===== config.mk =====
export PLATFORM = sky130hd
export DESIGN_NAME = led_blink_bank
export DESIGN_NICKNAME = d
export VERILOG_FILES = /design/src/rtl/led_blink_pkg.sv /design/src/rtl/led_blink_chan.sv /design/src/rtl/led_blink_bank.sv
export SDC_FILE = /design/constraint.sdc
export NUM_CORES = 1
export LEC_CHECK = 0
export ABC_CLOCK_PERIOD_IN_PS = 2900
export BUFFER_PORTS_ARGS = -buffer_cell sky130_fd_sc_hd__buf_2
export CAP_MARGIN = 40
export CORE_AREA = 2 2 125 157
export DETAILED_ROUTE_END_ITERATION = 8
export DIE_AREA = 0 0 127 159
export MAX_ROUTING_LAYER = met4
export PLACE_DENSITY = 0.83
export SLEW_MARGIN = 20
export SYNTH_ARGS = -nofsm -noshare
export SYNTH_HDL_FRONTEND = slang
export SYNTH_HIERARCHICAL = 1
export SYNTH_SLANG_ARGS = --single-unit

===== constraint.sdc =====
create_clock -name clk -period 2.9 [get_ports clk]
set_clock_uncertainty 0.1 [all_clocks]
set_input_delay 0.29 -clock clk [delete_from_list [all_inputs] [get_ports clk]]
set_output_delay 0.29 -clock clk [all_outputs]
set_load 0.005 [all_outputs]

===== src/rtl/led_blink_pkg.sv =====
// Shared types and helpers for the multi-channel LED blinker.
package led_blink_pkg;

  typedef enum logic [1:0] {
    MODE_OFF   = 2'b00,
    MODE_ON    = 2'b01,
    MODE_BLINK = 2'b10,
    MODE_PWM   = 2'b11
  } led_mode_e;

  // A zero half-period would never reach its terminal count, so treat it as one tick.
  function automatic logic [31:0] clamp_half(input logic [31:0] p);
    return (p == 32'd0) ? 32'd1 : p;
  endfunction

endpackage


===== src/rtl/led_blink_chan.sv =====
// One LED channel: holds its mode and blink/PWM settings and registers its LED bit.
module led_blink_chan
  import led_blink_pkg::*;
#(
  parameter int                 PER_W      = 16,
  parameter int                 DUTY_W     = 4,
  parameter led_mode_e          BOOT_MODE  = MODE_OFF,
  parameter logic [PER_W-1:0]   BOOT_HALF  = PER_W'(1),
  parameter logic               BOOT_PHASE = 1'b0
) (
  input  logic              clk,
  input  logic              reset_n,
  input  logic              tick,
  input  logic [DUTY_W-1:0] pwm_cnt,
  input  logic              wr_en,
  input  led_mode_e         wr_mode,
  input  logic [PER_W-1:0]  wr_half,
  input  logic [DUTY_W-1:0] wr_duty,
  output logic              led
);

  led_mode_e         mode_q, mode_d;
  logic [PER_W-1:0]  half_q, half_d;
  logic [DUTY_W-1:0] duty_q, duty_d;
  logic [PER_W-1:0]  cnt_q, cnt_d;
  logic              phase_q, phase_d;
  logic              led_q, led_d;

  always_comb begin
    mode_d  = mode_q;
    half_d  = half_q;
    duty_d  = duty_q;
    cnt_d   = cnt_q;
    phase_d = phase_q;
    // A write takes priority, so a tick landing on the same edge is dropped.
    if (wr_en) begin
      mode_d  = wr_mode;
      half_d  = PER_W'(clamp_half(32'(wr_half)));
      duty_d  = wr_duty;
      cnt_d   = '0;
      phase_d = 1'b1;
    end else if (tick) begin
      if (cnt_q == half_q - PER_W'(1)) begin
        cnt_d   = '0;
        phase_d = ~phase_q;
      end else begin
        cnt_d = cnt_q + PER_W'(1);
      end
    end

    led_d = 1'b0;
    unique case (mode_q)
      MODE_OFF:   led_d = 1'b0;
      MODE_ON:    led_d = 1'b1;
      MODE_BLINK: led_d = phase_q;
      MODE_PWM:   led_d = (pwm_cnt < duty_q);
    endcase
  end

  always_ff @(posedge clk or negedge reset_n) begin
    if (!reset_n) begin
      mode_q  <= BOOT_MODE;
      half_q  <= BOOT_HALF;
      duty_q  <= '0;
      cnt_q   <= '0;
      phase_q <= BOOT_PHASE;
      led_q   <= 1'b0;
    end else begin
      mode_q  <= mode_d;
      half_q  <= half_d;
      duty_q  <= duty_d;
      cnt_q   <= cnt_d;
      phase_q <= phase_d;
      led_q   <= led_d;
    end
  end

  assign led = led_q;

endmodule


===== src/rtl/led_blink_bank.sv =====
// Multi-channel LED driver: shared tick prescaler and PWM base counter feeding N_CH channels.
module led_blink_bank
  import led_blink_pkg::*;
#(
  parameter int CLK_HZ         = 12_000_000,
  parameter int TICK_HZ        = 1000,
  parameter int N_CH           = 4,
  parameter int PER_W          = 16,
  parameter int DUTY_W         = 4,
  parameter int CH0_BOOT_BLINK = 1,
  localparam int CH_W          = (N_CH > 1) ? $clog2(N_CH) : 1
) (
  input  logic              clk,
  input  logic              reset_n,
  input  logic              cfg_valid,
  output logic              cfg_ready,
  input  logic [CH_W-1:0]   cfg_ch,
  input  logic [1:0]        cfg_mode,
  input  logic [PER_W-1:0]  cfg_half_period,
  input  logic [DUTY_W-1:0] cfg_duty,
  output logic              tick,
  output logic [N_CH-1:0]   led
);

  localparam int               PRE_DIV   = CLK_HZ / TICK_HZ;
  localparam int               PRE_W     = $clog2(PRE_DIV);
  localparam logic [PRE_W-1:0] PRE_TC    = PRE_W'(PRE_DIV - 1);
  localparam logic [PER_W-1:0] BOOT_HALF = PER_W'(clamp_half(32'(TICK_HZ / 4)));

  logic [PRE_W-1:0]  pre_cnt_q, pre_cnt_d;
  logic              tick_q, tick_d;
  logic [DUTY_W-1:0] pwm_cnt_q, pwm_cnt_d;
  logic              cfg_ready_q, cfg_ready_d;
  logic              cfg_accept;
  logic [N_CH-1:0]   wr_en;

  always_comb begin
    pre_cnt_d   = (pre_cnt_q == PRE_TC) ? '0 : pre_cnt_q + PRE_W'(1);
    tick_d      = (pre_cnt_q == PRE_TC);
    pwm_cnt_d   = pwm_cnt_q + DUTY_W'(1);
    cfg_ready_d = 1'b1;
  end

  always_ff @(posedge clk or negedge reset_n) begin
    if (!reset_n) begin
      pre_cnt_q   <= '0;
      tick_q      <= 1'b0;
      pwm_cnt_q   <= '0;
      cfg_ready_q <= 1'b0;
    end else begin
      pre_cnt_q   <= pre_cnt_d;
      tick_q      <= tick_d;
      pwm_cnt_q   <= pwm_cnt_d;
      cfg_ready_q <= cfg_ready_d;
    end
  end

  assign cfg_accept = cfg_valid & cfg_ready_q;
  assign cfg_ready  = cfg_ready_q;
  assign tick       = tick_q;

  // Out-of-range channel numbers match no decode and are silently dropped.
  for (genvar i = 0; i < N_CH; i++) begin : g_ch
    localparam logic BOOT = (CH0_BOOT_BLINK != 0) && (i == 0);

    assign wr_en[i] = cfg_accept && (int'(cfg_ch) == i);

    led_blink_chan #(
      .PER_W      (PER_W),
      .DUTY_W     (DUTY_W),
      .BOOT_MODE  (BOOT ? MODE_BLINK : MODE_OFF),
      .BOOT_HALF  (BOOT ? BOOT_HALF : PER_W'(1)),
      .BOOT_PHASE (BOOT)
    ) u_chan (
      .clk     (clk),
      .reset_n (reset_n),
      .tick    (tick_q),
      .pwm_cnt (pwm_cnt_q),
      .wr_en   (wr_en[i]),
      .wr_mode (led_mode_e'(cfg_mode)),
      .wr_half (cfg_half_period),
      .wr_duty (cfg_duty),
      .led     (led[i])
    );
  end

endmodule

=== Word-level counts from Yosys, hierarchy flattened ===
Cells that the tools add are included.

* Add/subtract/negate cells: 10
* Multipliers: 0
* Divide/modulo/power cells: 0
* Magnitude comparators: 4
* Equal/unequal tests: 20
* Shifts and indexed selects: 0
* Muxes and demuxes: 30
* Bitwise logic cells: 5
* Reduce and logical (&&, ||, !) cells: 22

{| class="wikitable"
|+ Operators with widths
! kind !! number
|-
| two-way mux 16 bit || 13
|-
| adder 16 x 1 -> 16 bit (second input constant) || 4
|-
| == test 16 bit || 4
|-
| subtractor 16 x 1 -> 16 bit (second input constant) || 4
|-
| == test 2 bit (second input constant) || 10
|-
| zero test 16 bit || 1
|-
| < comparator 4 bit || 4
|-
| case mux 1 bit (4 select lines) || 4
|-
| nonzero test 2 bit || 8
|-
| adder 14 x 1 -> 14 bit (second input constant) || 1
|-
| == test 14 bit (second input constant) || 1
|-
| two-way mux 14 bit || 1
|-
| two-way mux 1 bit || 12
|-
| == test 2 x 1 -> 1 bit (second input constant) || 5
|-
| zero test 2 bit || 5
|-
| AND reduction 2 bit || 4
|-
| adder 4 x 1 -> 4 bit (second input constant) || 1
|-
| logical AND 1 bit || 4
|-
| NOT 1 bit || 4
|-
| AND 1 bit || 1
|}

* Flip-flop bits (word level): 180
* Latch bits: 0
* Memory bits (writable): 0
* ROM bits: 0
* Input bits: 27
* Output and inout bits: 6
* Logic and storage cells: 119
* Memories kept: 0

=== Depth between registers and ports, before layout ===
Gate-level depths: netlist of run 1.

* Word-level depth: 5
* Depth in mapped cells: 11
* Gate-level depth less buffers: 9

=== Cells and area by module ===
Netlist of run 1, hierarchy kept.

{| class="wikitable"
|+ By module, submodules not included
! module !! times used !! cells each !! area each (um^2) !! sequential area each (um^2)
|-
| led_blink_chan at g_ch[1].u_chan ... || 3 || 254 || 2392.3 || 1002.2
|-
| led_blink_chan at g_ch[0].u_chan || 1 || 254 || 2401.1 || 1011.0
|-
| led_blink_bank || 1 || 85 || 908.4 || 500.5
|}

=== Worst setup path after synthesis of run 1 ===
No wires, ideal clock.

* Kind: register -> register
* From: register g_ch[0].u_chan.half_q[0]
* To: register g_ch[0].u_chan.cnt_q[6]
* Library setup time: 136 ps
* Arrival: 2904 ps
* Data required time: 2664 ps
* Slack: -240 ps
* Stages on the path, launching flop included: 12
* Path buffers: 2
* Clock period less this slack: 3140 ps
* Cell sequence: dfrtp_1 -> inv_1 -> ha_1 -> or4b_1 -> buf_2 -> or4b_4 -> or3b_1 -> a21oi_1 -> o32ai_1 -> nor4_4 -> buf_6 -> nor3_1

* Longest elaborated chain between the ends: 5

{| class="wikitable"
|+ RTL lines
! item !! RTL line !! text
|-
| start, declared || led_blink_chan.sv:23 || <nowiki>logic [PER_W-1:0] half_q, half_d;</nowiki>
|-
| start signal, assigned || led_blink_chan.sv:70 || <nowiki>half_q <= half_d;</nowiki>
|-
| subtractor 16 x 1 -> 16 bit || led_blink_chan.sv:43 || <nowiki>if (cnt_q == half_q - PER_W'(1)) begin</nowiki>
|-
| == test 16 bit || led_blink_chan.sv:43 ||
|-
| two-way mux 16 bit || led_blink_chan.sv:43 ||
|-
| two-way mux 16 bit || led_blink_chan.sv:42 || <nowiki>end else if (tick) begin</nowiki>
|-
| two-way mux 16 bit || led_blink_chan.sv:36 || <nowiki>if (wr_en) begin</nowiki>
|-
| end signal, assigned || led_blink_chan.sv:72 || <nowiki>cnt_q <= cnt_d;</nowiki>
|-
| end, declared || led_blink_chan.sv:25 || <nowiki>logic [PER_W-1:0] cnt_q, cnt_d;</nowiki>
|}

Every way passes these cells. The select of a mux whose other input is x is not followed.
A chain may end at the register's enable or synchronous reset.

=== Worst setup path after layout of run 1 ===
* From: register g_ch[1].u_chan.half_q[1]
* To: register g_ch[1].u_chan.phase_q

* Longest elaborated chain between the ends: 4

{| class="wikitable"
|+ RTL lines
! item !! RTL line !! text
|-
| start, declared || led_blink_chan.sv:23 ||
|-
| start signal, assigned || led_blink_chan.sv:70 ||
|-
| subtractor 16 x 1 -> 16 bit || led_blink_chan.sv:43 ||
|-
| == test 16 bit || led_blink_chan.sv:43 ||
|-
| nonzero test 2 bit (no source line) || -- ||
|-
| AND reduction 2 bit (no source line) || -- ||
|-
| end signal, assigned || led_blink_chan.sv:73 || <nowiki>phase_q <= phase_d;</nowiki>
|-
| end, declared || led_blink_chan.sv:26 || <nowiki>logic phase_q, phase_d;</nowiki>
|}

Every way passes these cells.

==> metrics.cfg, run 1 <==
[run_status]
outcome=finished, violations left
violations=negative setup slack

[drt]
ant_nets=0
wl_met3_um=1330
wirelength_um=26000
drt_iter0_drc=649
avgRoutedWirePerCell_um=18.1
drc_errors=0
first_pass_iters=5
wl_met1_um=10800
wl_met2_um=13000
maxUsedRoutingLayer=met4
via_per_inst=6.15
routed-via-count=8809

[clock_tree]
cts.sinks=180
clock_path_buffers=2
clk_pin_slew_worst_paths_ns=0.07
clk-insertion-delay-late_ns=0.43
cts_root_buf=clkbuf_16
cts_buffers=17
htree_levels=4
cts_tree=done

[floorplan]
start_util=0.563
die_w_um=127
io_pins=33
die-area_sq_um=20200
fp.dieH_um=159
coreArea_sq_um=18600
num_rows=56

[worst_setup_path]
critPathKind=register to register
cp_max_fo=4
critical_path_required_ns=3.15
arrival_ns=3.40
cp-start-kind=register
r2r_end=g_ch[1].u_chan/phase_q
r2r_slack_ns=-0.25
endpoint_kind=register
regToRegStartpoint=g_ch[1].u_chan/half_q[1]
r2r_cells=10

[layout]
area_growth_pct=18.8
num-nets-final=1238
num-fill-cells=1344
layout-drive-gt1-share=0.269
num_antenna_cells=0
finalInstanceArea_sq_um=12500

[grt]
track_usage=0.268
grt_pass1_vias=8826
grt_pass1_wl_um=42800
grt_max_degree=70
antenna_found_initial=0
grt_overflow=0

[min_path]
hold_end=g_ch[0].u_chan/duty_q[1]
hp-start=cfg_duty[1]
whs_path_depth=3
hold_path.class=input port to register

[timing]
maxSlewViolCount=0
hold_violations=0
fmax_mhz=317
fin_crit_sh=1.09
final.setup.worst_slack_ns=-0.251
worstMarginPinSlew_ns=0.682
relSlewSlack=0.546
grt_setup_unrepaired=true
period_minus_slack_ns=3.15
setup_violations=64

[yosys]
synth.cell_area_sq_um=10500
yosysWarnings=6
yosysTopAreaCell=dfrtp_1
seq_area_frac_synth=0.431
synth_cell_types=46
synth_top_area_frac=0.403
synth_ff_type=dfrtp_1
ys_ff_latch=180
syn-instance-count=1101
synth.avg_cell_area_sq_um=9.52
synthMostInstantiatedCell=dfrtp_1
synth_area_leaders=dfrtp_1, mux2_2, xor2_1, xnor2_1, nor3_1
syn_nets=1151
synth-async-reset-ratio=1.00
synth_common_cells=dfrtp_1, nand2_1, nor2_1, nor3_1, xor2_1
synth_edf_count=0

[placement]
finalWeightedCongestion=0.937
io_buffers=32
hpwl_um=17100
preCtsSetupSlack_ns=-0.126
placed_area_sq_um=11500

[pwr]
irDropWorstVdd_mv=0.445
leakagePower_nw=5.05
total_power_mw=7.40
powerDensity_nw_per_um2=594

[job]
cap_violations=0

==> per-stage QoR <==
stage,util,TNS [ns],hold slack [ns],instances
global route,0.669,-13.52,0.0424,1433
global placement,0.620,-0.0945,0.237,1390
detailed placement,0.620,-3.57,0.242,1390
floorplan,-,-9.15,-0.106,1101
CTS,0.658,-3.45,0.0324,1427
finish,0.669,-7.65,0.0464,1433
==> routing by layer <==
metal	vias up	track usage
met3	72	0.0410
met5	-	-
met2	321	0.435
met4	0	0.120
li1	4082	-
met1	4334	0.333
==> state kept, by name (all words and copies together), names as in the netlist <==
signal and cells:
g_ch.u_chan/led 4, g_ch.u_chan/phase_q 4, g_ch.u_chan/half_q 64, g_ch.u_chan/cnt_q 64, pre_cnt_q 14, g_ch.u_chan/mode_q 8
cfg_ready 1, g_ch.u_chan/duty_q 16, tick 1, pwm_cnt_q 4
==> cells in the final DEF, fill, tap and decap left out, types with 12 or more instances in the layout <==
cell	instances
ha_1	19
nand3_1	35
nand2_1	112
nor3_1	42
inv_1	23
a21oi_1	24
nor3_2	39
xor2_1	74
or4_1	12
o21ai_0	55
xnor2_1	60
clkbuf_16	17
nand2b_1	21
nor4_1	31
nor2_1	84
mux2_2	68
dfrtp_1	169
and3_1	13
nand4_1	25
buf_2	31
nand3b_1	12
buf_4	79
==> kinds of logic after synthesis <==
| group | count (synthesis) | synth area share |
|---|---|---|
| buffers and inverters | 80 | 0.0338 |
| DFF | 180 | 0.431 |
| xor gates and xnor gates | 134 | 0.112 |
| muxes | 72 | 0.0768 |
| AOI/OAI and AO/OA | 128 | 0.0735 |
| adders and majority gates | 23 | 0.0274 |
| and+or+nand+nor | 483 | 0.245 |
| other | 1 | 0.000358 |
==> cell type report <==
| class | count | area (sq um) | area share |
|---|---|---|---|
| Tap cell | 232 | 290 | 0.0233 |
| Multi-Input combinational cell | 841 | 6050 | 0.485 |
| Sequential cell | 180 | 4520 | 0.363 |
| Timing Repair Buffer | 118 | 863 | 0.0693 |
| Clock inverter | 14 | 200 | 0.0161 |
| Clock buffer | 18 | 429 | 0.0344 |
| Inverter | 30 | 113 | 0.00904 |
==> repair_timing <==
| item | 4_1_cts | 5_1_grt |
|---|---|---|
| setup buffers | 4 | 4 |
| endpoints found under the setup margin | 64 | 68 |
| cloned | 0 | 2 |
| hold endpoints to repair | 64 | 0 |
| pin swaps | 0 | 3 |
| hold buffers | 1 | 0 |
| gates resized for setup | 11 | 31 |
==> power by group <==
part	switching [mW]	internal (mW)	total, mW
combinational	0.931	0.861	1.79
clock	1.03	1.46	2.49
sequential	0.281	2.84	3.13
==> worst max-delay path, cell delays in order, from the launching register on <==
cell and delay, ns:
dfrtp_1 0.40, inv_2 0.09, ha_4 0.12, or4b_4 0.46, or4b_4 0.50, or3b_4 0.42
a21oi_4 0.17, o32ai_4 0.12, nor4_4 0.28, buf_4 0.22, mux2i_1 0.20
==> how the worst max path moves through the flow <==
stage | startpoint | to | slack, ns
after global placement | g_ch[0].u_chan/half_q[0] | g_ch[0].u_chan/phase_q | -0.03
after global routing | g_ch[1].u_chan/half_q[1] | g_ch[1].u_chan/phase_q | -0.34
final | g_ch[1].u_chan/half_q[1] | g_ch[1].u_chan/phase_q | -0.25
after floorplan | g_ch[0].u_chan/half_q[0] | g_ch[0].u_chan/cnt_q[6] | -0.23
after detailed placement | g_ch[0].u_chan/half_q[0] | g_ch[0].u_chan/phase_q | -0.13
after CTS | g_ch[0].u_chan/half_q[0] | g_ch[0].u_chan/phase_q | -0.13
No activity file was read; power rests on OpenSTA's default activity.
==> run 2, diff against run 1 <==
--- a/config.mk
+++ b/config.mk
@@ -5,14 +5,14 @@
 export SDC_FILE = /design/constraint.sdc
 export NUM_CORES = 1
 export LEC_CHECK = 0
-export ABC_CLOCK_PERIOD_IN_PS = 2900
+export ABC_CLOCK_PERIOD_IN_PS = 3400
 export BUFFER_PORTS_ARGS = -buffer_cell sky130_fd_sc_hd__buf_2
-export CAP_MARGIN = 40
-export CORE_AREA = 2 2 125 157
+export CAP_MARGIN = 20
+export CORE_AREA = 2 2 119 150
 export DETAILED_ROUTE_END_ITERATION = 8
-export DIE_AREA = 0 0 127 159
+export DIE_AREA = 0 0 121 152
 export MAX_ROUTING_LAYER = met4
-export PLACE_DENSITY = 0.83
+export PLACE_DENSITY = 0.86
 export SLEW_MARGIN = 20
 export SYNTH_ARGS = -nofsm -noshare
 export SYNTH_HDL_FRONTEND = slang
==> constraint.sdc (replaced) <==
create_clock -name clk -period 3.4 [get_ports clk]
set_clock_uncertainty 0.1 [all_clocks]
set_input_delay 0.34 -clock clk [delete_from_list [all_inputs] [get_ports clk]]
set_output_delay 0.34 -clock clk [all_outputs]
set_load 0.005 [all_outputs]
==> run 2 against run 1 <==
The run now ends clean. Flip-flop and latch count is the same. Register-to-register slack improved by 0.39 ns. Die area fell by 8.9%. Total power down 20%. Highest routed layer unchanged. Clock power decreased by 20%. First-iteration DRC count up 24%. Final area shrank 7.1%. Non-clock buffer count fell by 55.
==> metrics.cfg, run 2 (synthesized netlist as in run 1, its figures left out) <==
[worst_setup_path]
critical_path_required_ns=3.66
path_cells=inv_1 -> ha_1 -> or4b_1 -> or4b_4 -> or3b_1 -> a21oi_1 -> o32ai_1 -> nor4_4 -> buf_4 -> mux2i_1
timing.critical_path.buf_inv=2
crit_family=simple AND/OR/NAND/NOR gates
cp_max_fo=15
critPathKind=register to register
cp-start-kind=register
endpoint_kind=register
arrival_ns=3.52
max_stage_delay_ns=0.54
cp_slowest_cell=or4b_4

[timing]
final.setup.worst_slack_ns=0.140
fmax_mhz=307
worstMarginPinSlew_ns=0.775
hold_violations=0
maxSlewViolCount=0
relSlewSlack=0.484
period_minus_slack_ns=3.26
tns_ns=0
grt_setup_unrepaired=false
setup_violations=0
fin_crit_sh=0.959

[pwr]
leakagePower_nw=4.77
powerDensity_nw_per_um2=513
irDropWorstVdd_mv=0.352

[layout]
layout-drive-gt1-share=0.175
num-nets-final=1183
multi_input_area_sq_um=5640
final_common_cell=dfrtp_1
area_growth_pct=10.3
final-seq-area_sq_um=4520
most-common-layout-cells=dfrtp_1, nand2_1, nor2_1, nor3_1, xor2_1
layout.cells.non_filler=1370
reg.largest.list=g_ch.u_chan/cnt_q: 64 flops, g_ch.u_chan/half_q: 64 flops, g_ch.u_chan/duty_q: 16 flops
num-fill-cells=1276
num_antenna_cells=0

[drt]
avgRoutedWirePerCell_um=18.2
via_per_inst=6.21
first_pass_iters=5
wirelength_um=25000
drc_errors=0
drt_iter0_drc=802
ant_nets=0
routed-via-count=8509

[clock_tree]
clk-insertion-delay-late_ns=0.44
clk_pin_slew_worst_paths_ns=0.07
cts.sinks=180
htree_levels=4
cts_root_buf=clkbuf_16
clock_path_buffers=2
cts_tree=done
post_cts_buffers=0
cts_buffers=17

[grt]
grt_overflow=0
track_usage=0.290
grt_max_degree=87
antenna_found_initial=0
grt_pass1_wl_um=41700
grt_pass1_vias=8490

[floorplan]
die-area_sq_um=18400
io_pins=33
fp.dieH_um=152
start_util=0.613
die_w_um=121
coreArea_sq_um=17100
num_rows=54

[placement]
finalWeightedCongestion=0.933
io_buffers=32
hpwl_um=16900
preCtsSetupSlack_ns=0.239
dp.cells=1337

[run_status]
outcome=complete, no violations

[min_path]
hold_path.class=input port to register

[job]
cap_violations=0

run 2: cell types whose count changed in the layout (fill, tap and decap cells not counted), sizes merged:
cell,before,now
buf,117,62
bufinv,4,1
clkbuf,18,17
clkinv,3,7
clkinvlp,2,0
inv,35,37
run 2: layout make-up:
cell class / instances / area share
Sequential cell: 180 / 0.390
Timing Repair Buffer: 63 / 0.0350
Multi-Input combinational cell: 841 / 0.488
Clock inverter: 15 / 0.0162
Inverter: 30 / 0.00973
Tap cell: 224 / 0.0242
Clock buffer: 17 / 0.0368
run 2: tightest hold or removal path, stage by stage:
cell     delay (ns)
buf_2          0.14
nand2_1        0.06
o21ai_0        0.06
run 2: path summary, 6_finish.rpt:
path / endpoint / cells after the start / start / slack [ns]
worst max-delay path: g_ch[1].u_chan/phase_q / 10 / g_ch[1].u_chan/half_q[1] / 0.14
worst min-delay path: g_ch[0].u_chan/duty_q[2] / 3 / cfg_duty[2] / 0.09
worst max register to register: g_ch[1].u_chan/phase_q / 10 / g_ch[1].u_chan/half_q[1] / 0.14
worst min register to register: g_ch[3].u_chan/led / 1 / g_ch[3].u_chan/mode_q[0] / 0.40
max in group asynchronous: g_ch[3].u_chan/half_q[0] / 3 / reset_n / 1.87
min in group asynchronous: pre_cnt_q[8] / 2 / reset_n / 0.42
run 2: power breakdown:
group	switching, mW	internal, mW	leakage (nW)
sequential	0.311	2.43	2.27
combinational	0.641	0.558	2.20
clock	0.942	1.06	0.298
total	1.89	4.04	4.77
run 2: metal layers:
metal	GRT usage	wire (um)	vias to the layer above
met4	0.114	847	0
met5	-	0	-
li1	-	-	3971
met3	0.0514	1390	72
met2	0.473	12600	288
met1	0.357	10100	4178
run 2: repair_timing:
item | 4_1_cts | 5_1_grt
hold buffers | 1 | 0
endpoints found under the setup margin | 0 | 3
endpoints found under the hold margin | 74 | 0
resized for setup | 0 | 2
run 2: through the flow:
stage | total power, mW | utilization | cell area, sq um | hold WS [ns]
after global placement | 3.87 | 0.640 | 10900 | 0.338
after CTS | 5.95 | 0.677 | 11600 | 0.0812
after floorplan | 3.55 | - | 10500 | -0.0556
after detailed placement | 3.93 | 0.640 | 10900 | 0.345
final | 5.94 | 0.677 | 11600 | 0.0936
after global routing | 6.23 | 0.677 | 11600 | 0.102
